File: src/rtl/piso_pkg.sv
// piso_pkg: definitions shared by the piso_stream serializer and its holding buffer.
//   state_e    - two-state shifter FSM (IDLE: shifter empty, SHIFT: emitting beats)
//   beat_cnt_w - width of the beat counter for a given word width and lane count
//   DEFAULT_*  - default parallel word width and beat width
package piso_pkg;

    localparam int DEFAULT_WIDTH = 8;
    localparam int DEFAULT_LANES = 1;

    typedef enum logic {
        ST_IDLE  = 1'b0,
        ST_SHIFT = 1'b1
    } state_e;

    // Counter must index 0..BEATS-1; a single-beat word still gets a 1-bit counter.
    function automatic int beat_cnt_w(input int width, input int lanes);
        int beats;
        beats = width / lanes;
        return (beats > 1) ? $clog2(beats) : 1;
    endfunction

endpackage

File: src/rtl/piso_hold_buf.sv
// piso_hold_buf: one-entry holding register that parks a parallel word (and its
// serialization order) while the shifter is still busy with the previous word.
//   clk, rst_n     - clock, asynchronous active-low reset
//   push_i         - store data_i / lsb_first_i and mark the entry full
//   pop_i          - release the entry (caller reads data_o / lsb_first_o the same cycle)
//   data_i         - parallel word to park
//   lsb_first_i    - serialization order of that word
//   full_o         - entry occupied
//   data_o         - parked word
//   lsb_first_o    - parked word's order bit
module piso_hold_buf
    import piso_pkg::*;
#(
    parameter int WIDTH = DEFAULT_WIDTH
) (
    input  logic             clk,
    input  logic             rst_n,
    input  logic             push_i,
    input  logic             pop_i,
    input  logic [WIDTH-1:0] data_i,
    input  logic             lsb_first_i,
    output logic             full_o,
    output logic [WIDTH-1:0] data_o,
    output logic             lsb_first_o
);

    logic             full_q;
    logic [WIDTH-1:0] data_q;
    logic             lsb_q;

    // Push only happens while empty and pop only while full, so they never coincide.
    // NOTE: state uses non-blocking assignments, and the data register is reset too
    // (a single word, cheap, and keeps outputs deterministic after reset).
    always_ff @(posedge clk or negedge rst_n) begin
        if (!rst_n) begin
            full_q <= 1'b0;
            data_q <= '0;
            lsb_q  <= 1'b0;
        end else if (push_i) begin
            full_q <= 1'b1;
            data_q <= data_i;
            lsb_q  <= lsb_first_i;
        end else if (pop_i) begin
            full_q <= 1'b0;
        end
    end

    assign full_o      = full_q;
    assign data_o      = data_q;
    assign lsb_first_o = lsb_q;

endmodule

File: src/rtl/piso_stream.sv
// piso_stream: parallel-in / serial-out serializer with valid/ready on both sides.
// A WIDTH-bit word is emitted as WIDTH/LANES beats of LANES bits, MSB- or LSB-first
// per word; a one-word holding buffer lets back-to-back words stream without bubbles.
//   clk, rst_n    - clock, asynchronous active-low reset
//   in_valid      - parallel word offered
//   in_ready      - block can take a word this cycle (holding buffer empty)
//   in_data       - parallel word
//   in_lsb_first  - order for this word (0 = MSB-first), captured with the word
//   ser_valid     - ser_data holds a valid beat
//   ser_ready     - downstream accepts the beat
//   ser_data      - current beat
//   ser_last      - current beat is the last of its word
//   busy          - shifter or holding buffer occupied
module piso_stream
    import piso_pkg::*;
#(
    parameter int WIDTH = DEFAULT_WIDTH,
    parameter int LANES = DEFAULT_LANES
) (
    input  logic             clk,
    input  logic             rst_n,
    input  logic             in_valid,
    output logic             in_ready,
    input  logic [WIDTH-1:0] in_data,
    input  logic             in_lsb_first,
    output logic             ser_valid,
    input  logic             ser_ready,
    output logic [LANES-1:0] ser_data,
    output logic             ser_last,
    output logic             busy
);

    if (LANES < 1 || LANES > WIDTH || (WIDTH % LANES) != 0) begin : g_param_check
        $error("piso_stream: LANES must be in 1..WIDTH and divide WIDTH");
    end

    localparam int               BEATS    = WIDTH / LANES;
    localparam int               CNT_W    = beat_cnt_w(WIDTH, LANES);
    localparam logic [CNT_W-1:0] LAST_CNT = CNT_W'(BEATS - 1);

    state_e           state_q, state_d;
    logic [WIDTH-1:0] sh_q, sh_d;
    logic             sh_lsb_q, sh_lsb_d;
    logic [CNT_W-1:0] cnt_q, cnt_d;

    logic             hold_full;
    logic [WIDTH-1:0] hold_data;
    logic             hold_lsb;
    logic             hold_push;
    logic             hold_pop;

    logic active;
    logic word_acc;
    logic beat_acc;
    logic last_beat;
    logic shifter_free;

    assign active       = (state_q == ST_SHIFT);
    assign word_acc     = in_valid && !hold_full;
    assign beat_acc     = active && ser_ready;
    assign last_beat    = (cnt_q == LAST_CNT);
    assign shifter_free = !active || (beat_acc && last_beat);

    piso_hold_buf #(
        .WIDTH(WIDTH)
    ) u_hold (
        .clk        (clk),
        .rst_n      (rst_n),
        .push_i     (hold_push),
        .pop_i      (hold_pop),
        .data_i     (in_data),
        .lsb_first_i(in_lsb_first),
        .full_o     (hold_full),
        .data_o     (hold_data),
        .lsb_first_o(hold_lsb)
    );

    always_ff @(posedge clk or negedge rst_n) begin
        if (!rst_n) begin
            state_q  <= ST_IDLE;
            sh_q     <= '0;
            sh_lsb_q <= 1'b0;
            cnt_q    <= '0;
        end else begin
            state_q  <= state_d;
            sh_q     <= sh_d;
            sh_lsb_q <= sh_lsb_d;
            cnt_q    <= cnt_d;
        end
    end

    // NOTE: every signal written here gets a default first so no latch is inferred.
    always_comb begin
        state_d   = state_q;
        sh_d      = sh_q;
        sh_lsb_d  = sh_lsb_q;
        cnt_d     = cnt_q;
        hold_push = 1'b0;
        hold_pop  = 1'b0;

        if (shifter_free) begin
            // A parked word always wins; in_ready is low then, so nothing new arrives.
            if (hold_full) begin
                sh_d     = hold_data;
                sh_lsb_d = hold_lsb;
                cnt_d    = '0;
                state_d  = ST_SHIFT;
                hold_pop = 1'b1;
            end else if (word_acc) begin
                // Bypass the holding buffer when the shifter frees up this very cycle.
                sh_d     = in_data;
                sh_lsb_d = in_lsb_first;
                cnt_d    = '0;
                state_d  = ST_SHIFT;
            end else begin
                state_d  = ST_IDLE;
            end
        end else begin
            hold_push = word_acc;
            // Here beat_acc implies a non-last beat; sh only moves on acceptance,
            // which keeps ser_data stable under backpressure.
            if (beat_acc) begin
                sh_d  = sh_lsb_q ? (sh_q >> LANES) : (sh_q << LANES);
                cnt_d = cnt_q + CNT_W'(1);
            end
        end
    end

    assign in_ready  = !hold_full;
    assign ser_valid = active;
    assign ser_data  = sh_lsb_q ? sh_q[LANES-1:0] : sh_q[WIDTH-1 -: LANES];
    assign ser_last  = active && last_beat;
    assign busy      = active || hold_full;

endmodule

File: config.mk
export PLATFORM = sky130hd
export DESIGN_NAME = piso_stream
export DESIGN_NICKNAME = d
export VERILOG_FILES = /design/src/rtl/piso_pkg.sv /design/src/rtl/piso_hold_buf.sv /design/src/rtl/piso_stream.sv
export SDC_FILE = /design/constraint.sdc
export NUM_CORES = 1
export LEC_CHECK = 0
export ABC_AREA = 1
export CAP_MARGIN = 20
export CORE_ASPECT_RATIO = 1.5
export CORE_MARGIN = 4
export CORE_UTILIZATION = 45
export CTS_BUF_LIST = sky130_fd_sc_hd__clkbuf_4
export DETAILED_ROUTE_END_ITERATION = 6
export PLACE_DENSITY = 0.67
export SYNTH_ARGS = -nofsm -noshare
export SYNTH_HDL_FRONTEND = slang
export SYNTH_SLANG_ARGS = --single-unit
export TNS_END_PERCENT = 5
File: constraint.sdc
create_clock -name clk -period 4.7 [get_ports clk]
set_input_delay 0.705 -clock clk [delete_from_list [all_inputs] [get_ports clk]]
set_output_delay 0.705 -clock clk [all_outputs]
set_load 0.02 [all_outputs]
; ---- Word level (Yosys, flattened, before mapping)
; Cells that the tools add are included.
[totals]
word_cells = 42
out_inout_bits = 5
inputBits = 13
regBits = 23
[classes]
n_reduce_logical = 13
eq_ne = 2
muxes = 19
addsub = 1
[ops]
columns = cell, n
row1 = 2-to-1 mux 8 bit, 5
row2 = 2-to-1 mux 3 bit, 4
row3 = 2-to-1 mux 1 bit, 10
row4 = nonzero test 2 bit, 3
row5 = logical AND 1 bit, 4
row6 = AND reduction 2 bit, 2
row7 = "adder 3 x 1 -> 3 bit, second input constant", 1
row8 = "== test 3 bit, second input constant", 1
row9 = "!= test 3 x 2 -> 1 bit, second input constant", 1
row10 = logical NOT 1 bit, 2
row11 = logical OR 1 bit, 2

; ---- Depth between registers and ports, before layout
[depth]
depth_word = 6
ltp_mapped = 9
ltp_nobuf = 8

; ---- Cells and area by module
; A second synthesis with hierarchy kept.
[unflattened]
cells_unflattened = 187
hier_area_um2 = 1277.5
[modules_own_cells]
columns = mod, cells_per_inst, area_each_um2, seq_area_each_um2, n_inst
row1 = piso_stream, 145, 899.6, 325.3, 1
row2 = piso_hold_buf, 42, 377.9, 250.2, 1

; ---- Worst setup path after synthesis
; Ideal clock, no wire load.
[synth_path]
path_kind = reg-to-output
start = register cnt_q[0]
end = output port ser_last
path_buffers = 0
path_stages_with_launch = 5
t_arrival_ns = 0.975
t_required_ns = 3.995
path_slack_ns = 3.020
cell_sequence = dfrtp_1 ha_1 ha_1 nand2_1 inv_1
[synth_via]
elab_chain_len = 2
[synth_lines]
columns = element, line
row1 = start: declaration, piso_stream.sv:44  ; logic [CNT_W-1:0] cnt_q, cnt_d;
row2 = start signal: assignment, piso_stream.sv:88  ; cnt_q <= cnt_d;
row3 = == test 3 bit, piso_stream.sv:61  ; assign last_beat = (cnt_q == LAST_CNT);
row4 = logical AND 1 bit, piso_stream.sv:132  ; assign ser_last = active && last_beat;
row5 = end: declaration, piso_stream.sv:29  ; output logic ser_last,
; No other way between the ends.

; ---- Worst setup path in the final report
[layout_path]
start = register u_hold.full_q (netlist: u_hold.full_o)
end = output port busy
[layout_via]
elab_chain_len = 1
[layout_lines]
columns = element, line
row1 = start: declaration, piso_hold_buf.sv:27  ; logic full_q;
row2 = start signal: assignment, piso_hold_buf.sv:36  ; full_q <= 1'b0;
row3 = start signal: assignment, piso_hold_buf.sv:40  ; full_q <= 1'b1;
row4 = start signal: assignment, piso_hold_buf.sv:44  ; full_q <= 1'b0;
row5 = logical OR 1 bit, piso_stream.sv:133  ; assign busy = active || hold_full;
row6 = end: declaration, piso_stream.sv:30  ; output logic busy
; No other way between the ends.

==> impl_metrics.json <==
{
  "fin_crit_sh_pct": 54.9,
  "routed.top_layer": "met4",
  "netlist_instances": 184,
  "required_ns": 3.99,
  "wl_met2_um": 1400,
  "maxSlewHeadroom_pct": 46.4,
  "drc": 0,
  "cts.path.max_buffers": 2,
  "grt_max_degree": 24,
  "netlist_top_cells_area": "dfrtp_1 43%, nand2_1 31%, nand3_2 6.7%, o21ai_0 4.1%, inv_1 2.2%",
  "place_area_um2": 1520,
  "ir_worst_vdd_mv": 0.235,
  "cts_tree": "done",
  "synth-main-ff-cell": "dfrtp_1",
  "yosysUniqueCellTypes": 19,
  "start_util_pct": 46.5,
  "fin_crit_ns": 2.58,
  "wl_per_cell_um": 11.3,
  "synth_top_area_share_pct": 42.5,
  "clock_skew_ns": 0.00797,
  "rsz0062_at_grt": "no",
  "finalMaxSlewViolations": 0,
  "wl_met3_um": 86,
  "syn2layout_area_growth_pct": 15.9,
  "post-cts-setup-buffers": 0,
  "cp-end-kind": "output port",
  "max_cap_viol_count": 0,
  "multi_input_area_um2": 692,
  "io_pins": 18,
  "dr.first_iter.drc_count": 33,
  "core_um2": 2910,
  "hp-class": "reg2reg",
  "path_class": "reg2out",
  "fillers": 309,
  "regArea_um2": 576,
  "finalHoldViolCount": 0,
  "vias_per_cell": 4.84,
  "clock.fmax_mhz": 388,
  "final.setup.tns_ns": 0,
  "grtUsageTotal_pct": 15.9,
  "cts_max_level": 1,
  "setup_viol": 0,
  "finalWorstSetupSlack_ns": 2.12,
  "clkTransAtPathRegs_ns": 0.12,
  "numCtsBuffers": 3,
  "ctsResizeCount": 0,
  "detail_route.wirelength.met1_um": 1170,
  "synth_most_common_cell": "nand2_1",
  "syn_area_um2": 1350,
  "antenna_cells": 0,
  "die_h_um": 75.2,
  "grt_antenna_before_repair": 0,
  "cp-start-kind": "register",
  "vias": 1152,
  "drive_gt1_share_pct": 10.6,
  "dieArea_um2": 3970,
  "cts_hold_buffers": 0,
  "synth-edff-count": 0,
  "tightest_slew_ns": 0.802,
  "p_leak_uw": 0.000835,
  "rows": 24,
  "netlist_top_cells_count": "111 x nand2_1, 23 x dfrtp_1, 11 x o21ai_0",
  "async_flop_share_pct": 100,
  "grt_pass1_wl_um": 4760,
  "dp_slack_ns": 2.31,
  "clock_sinks": 23,
  "status": "completed",
  "synth_seq_cells": 23,
  "design_area_um2": 1570,
  "hpwl_um": 1990,
  "ys_warn_count": 0,
  "synth.avg_cell_area_um2": 7.36,
  "clk_latency_ns": 0.31,
  "grt_overflow_total": 0,
  "powerDensity_nw_per_um2": 509,
  "die_w_um": 52.8,
  "port_buffers": 17,
  "place.gp.congestion": 0.839,
  "cts_root_buf": "clkbuf_4",
  "synth_seq_area_share_pct": 42.5,
  "worst-path-max-fanout": 13,
  "drtAntennaViolNets": 0,
  "first_global_vias": 1129,
  "arrival_ns": 1.87,
  "wirelength_um": 2700,
  "first_pass_iters": 4,
  "final_net_count": 215,
  "syn_nets": 199,
  "synth_area_leader_cell": "dfrtp_1"
}
==> metrics by stage <==
| stage | hold WS [ns] | util (%) | power [uW] | std cells |
|---|---|---|---|---|
| detailed placement | 0.490 | 52.1 | 711 | 233 |
| global placement | 0.480 | 52.1 | 698 | 233 |
| finish | 0.516 | 53.9 | 798 | 238 |
| floorplan | 0.409 | - | 628 | 184 |
| CTS | 0.513 | 53.0 | 805 | 237 |
| global route | 0.550 | 53.9 | 883 | 238 |
==> worst paths after layout <==
path | startpoint | end | slack, ns | cells after the start
worst max-delay path | u_hold.full_o | busy | 2.12 | 3
worst min-delay path | u_hold.data_o[0] | u_hold.data_o[0] | 0.52 | 2
worst max register to register | cnt_q[0] | sh_q[6] | 2.67 | 7
worst min register to register | u_hold.data_o[0] | u_hold.data_o[0] | 0.52 | 2
max in group asynchronous | rst_n | u_hold.data_o[7] | 3.74 | 2
min in group asynchronous | rst_n | cnt_q[2] | 0.57 | 1
==> area by class of cell <==
cell class	instances	area share (%)
Clock buffer	3	1.44
Clock inverter	1	0.319
Inverter	8	1.91
Multi-Input combinational cell	146	44.1
Sequential cell	23	36.7
Tap cell	39	3.11
Timing Repair Buffer	18	12.4
==> kinds of logic (layout without fill, tap and decap cells) <==
logic type / after synthesis / after routing / synth area share [%]
simple gates: 130 / 130 / 43.5
buf+inv: 15 / 30 / 6.38
flops: 23 / 23 / 42.5
compound gates: 14 / 14 / 5.73
fa+ha+maj: 2 / 2 / 1.85
==> routing by layer <==
metal / GRT usage (%) / up-vias
li1: - / 601
met1: 19.4 / 530
met2: 27.1 / 17
met3: 2.57 / 4
met4: 7.10 / 0
met5: 0 / -
==> flip-flops by register name, indices dropped and copies added (netlist names) <==
signal,flops
sh_lsb_q,1
ser_valid,1
cnt_q,3
u_hold.full_o,1
u_hold.data_o,8
sh_q,8
u_hold.lsb_first_o,1
==> layout by cell type, fill, tap and decap left out <==
cell type,netlist,routed
nand2_2,2,2
inv_1,8,8
nand3_1,3,3
nand4_1,2,2
nand2_1,111,111
a21oi_1,1,1
clkdlybuf4s50_1,0,17
clkinv_2,0,1
ha_1,2,2
o21ai_2,1,1
clkbuf_16,0,1
dfrtp_1,23,23
nand2_8,1,1
nand2_4,1,1
nor2_4,1,1
clkbuf_4,0,3
a21oi_2,1,1
nand3_2,9,9
o21ai_0,11,11
==> power breakdown <==
part           switching (uW)  internal (uW)  total [uW]
registers                68.2            276         345
clock network            61.0           31.8        92.9
logic                     223            138         361
==> critical path, cell delays in order (launching register included) <==
cell	delay (ns)
dfrtp_1	0.55
inv_1	0.27
nand2_1	0.14
clkdlybuf4s50_1	0.60
(Power assumes the default switching activity.)
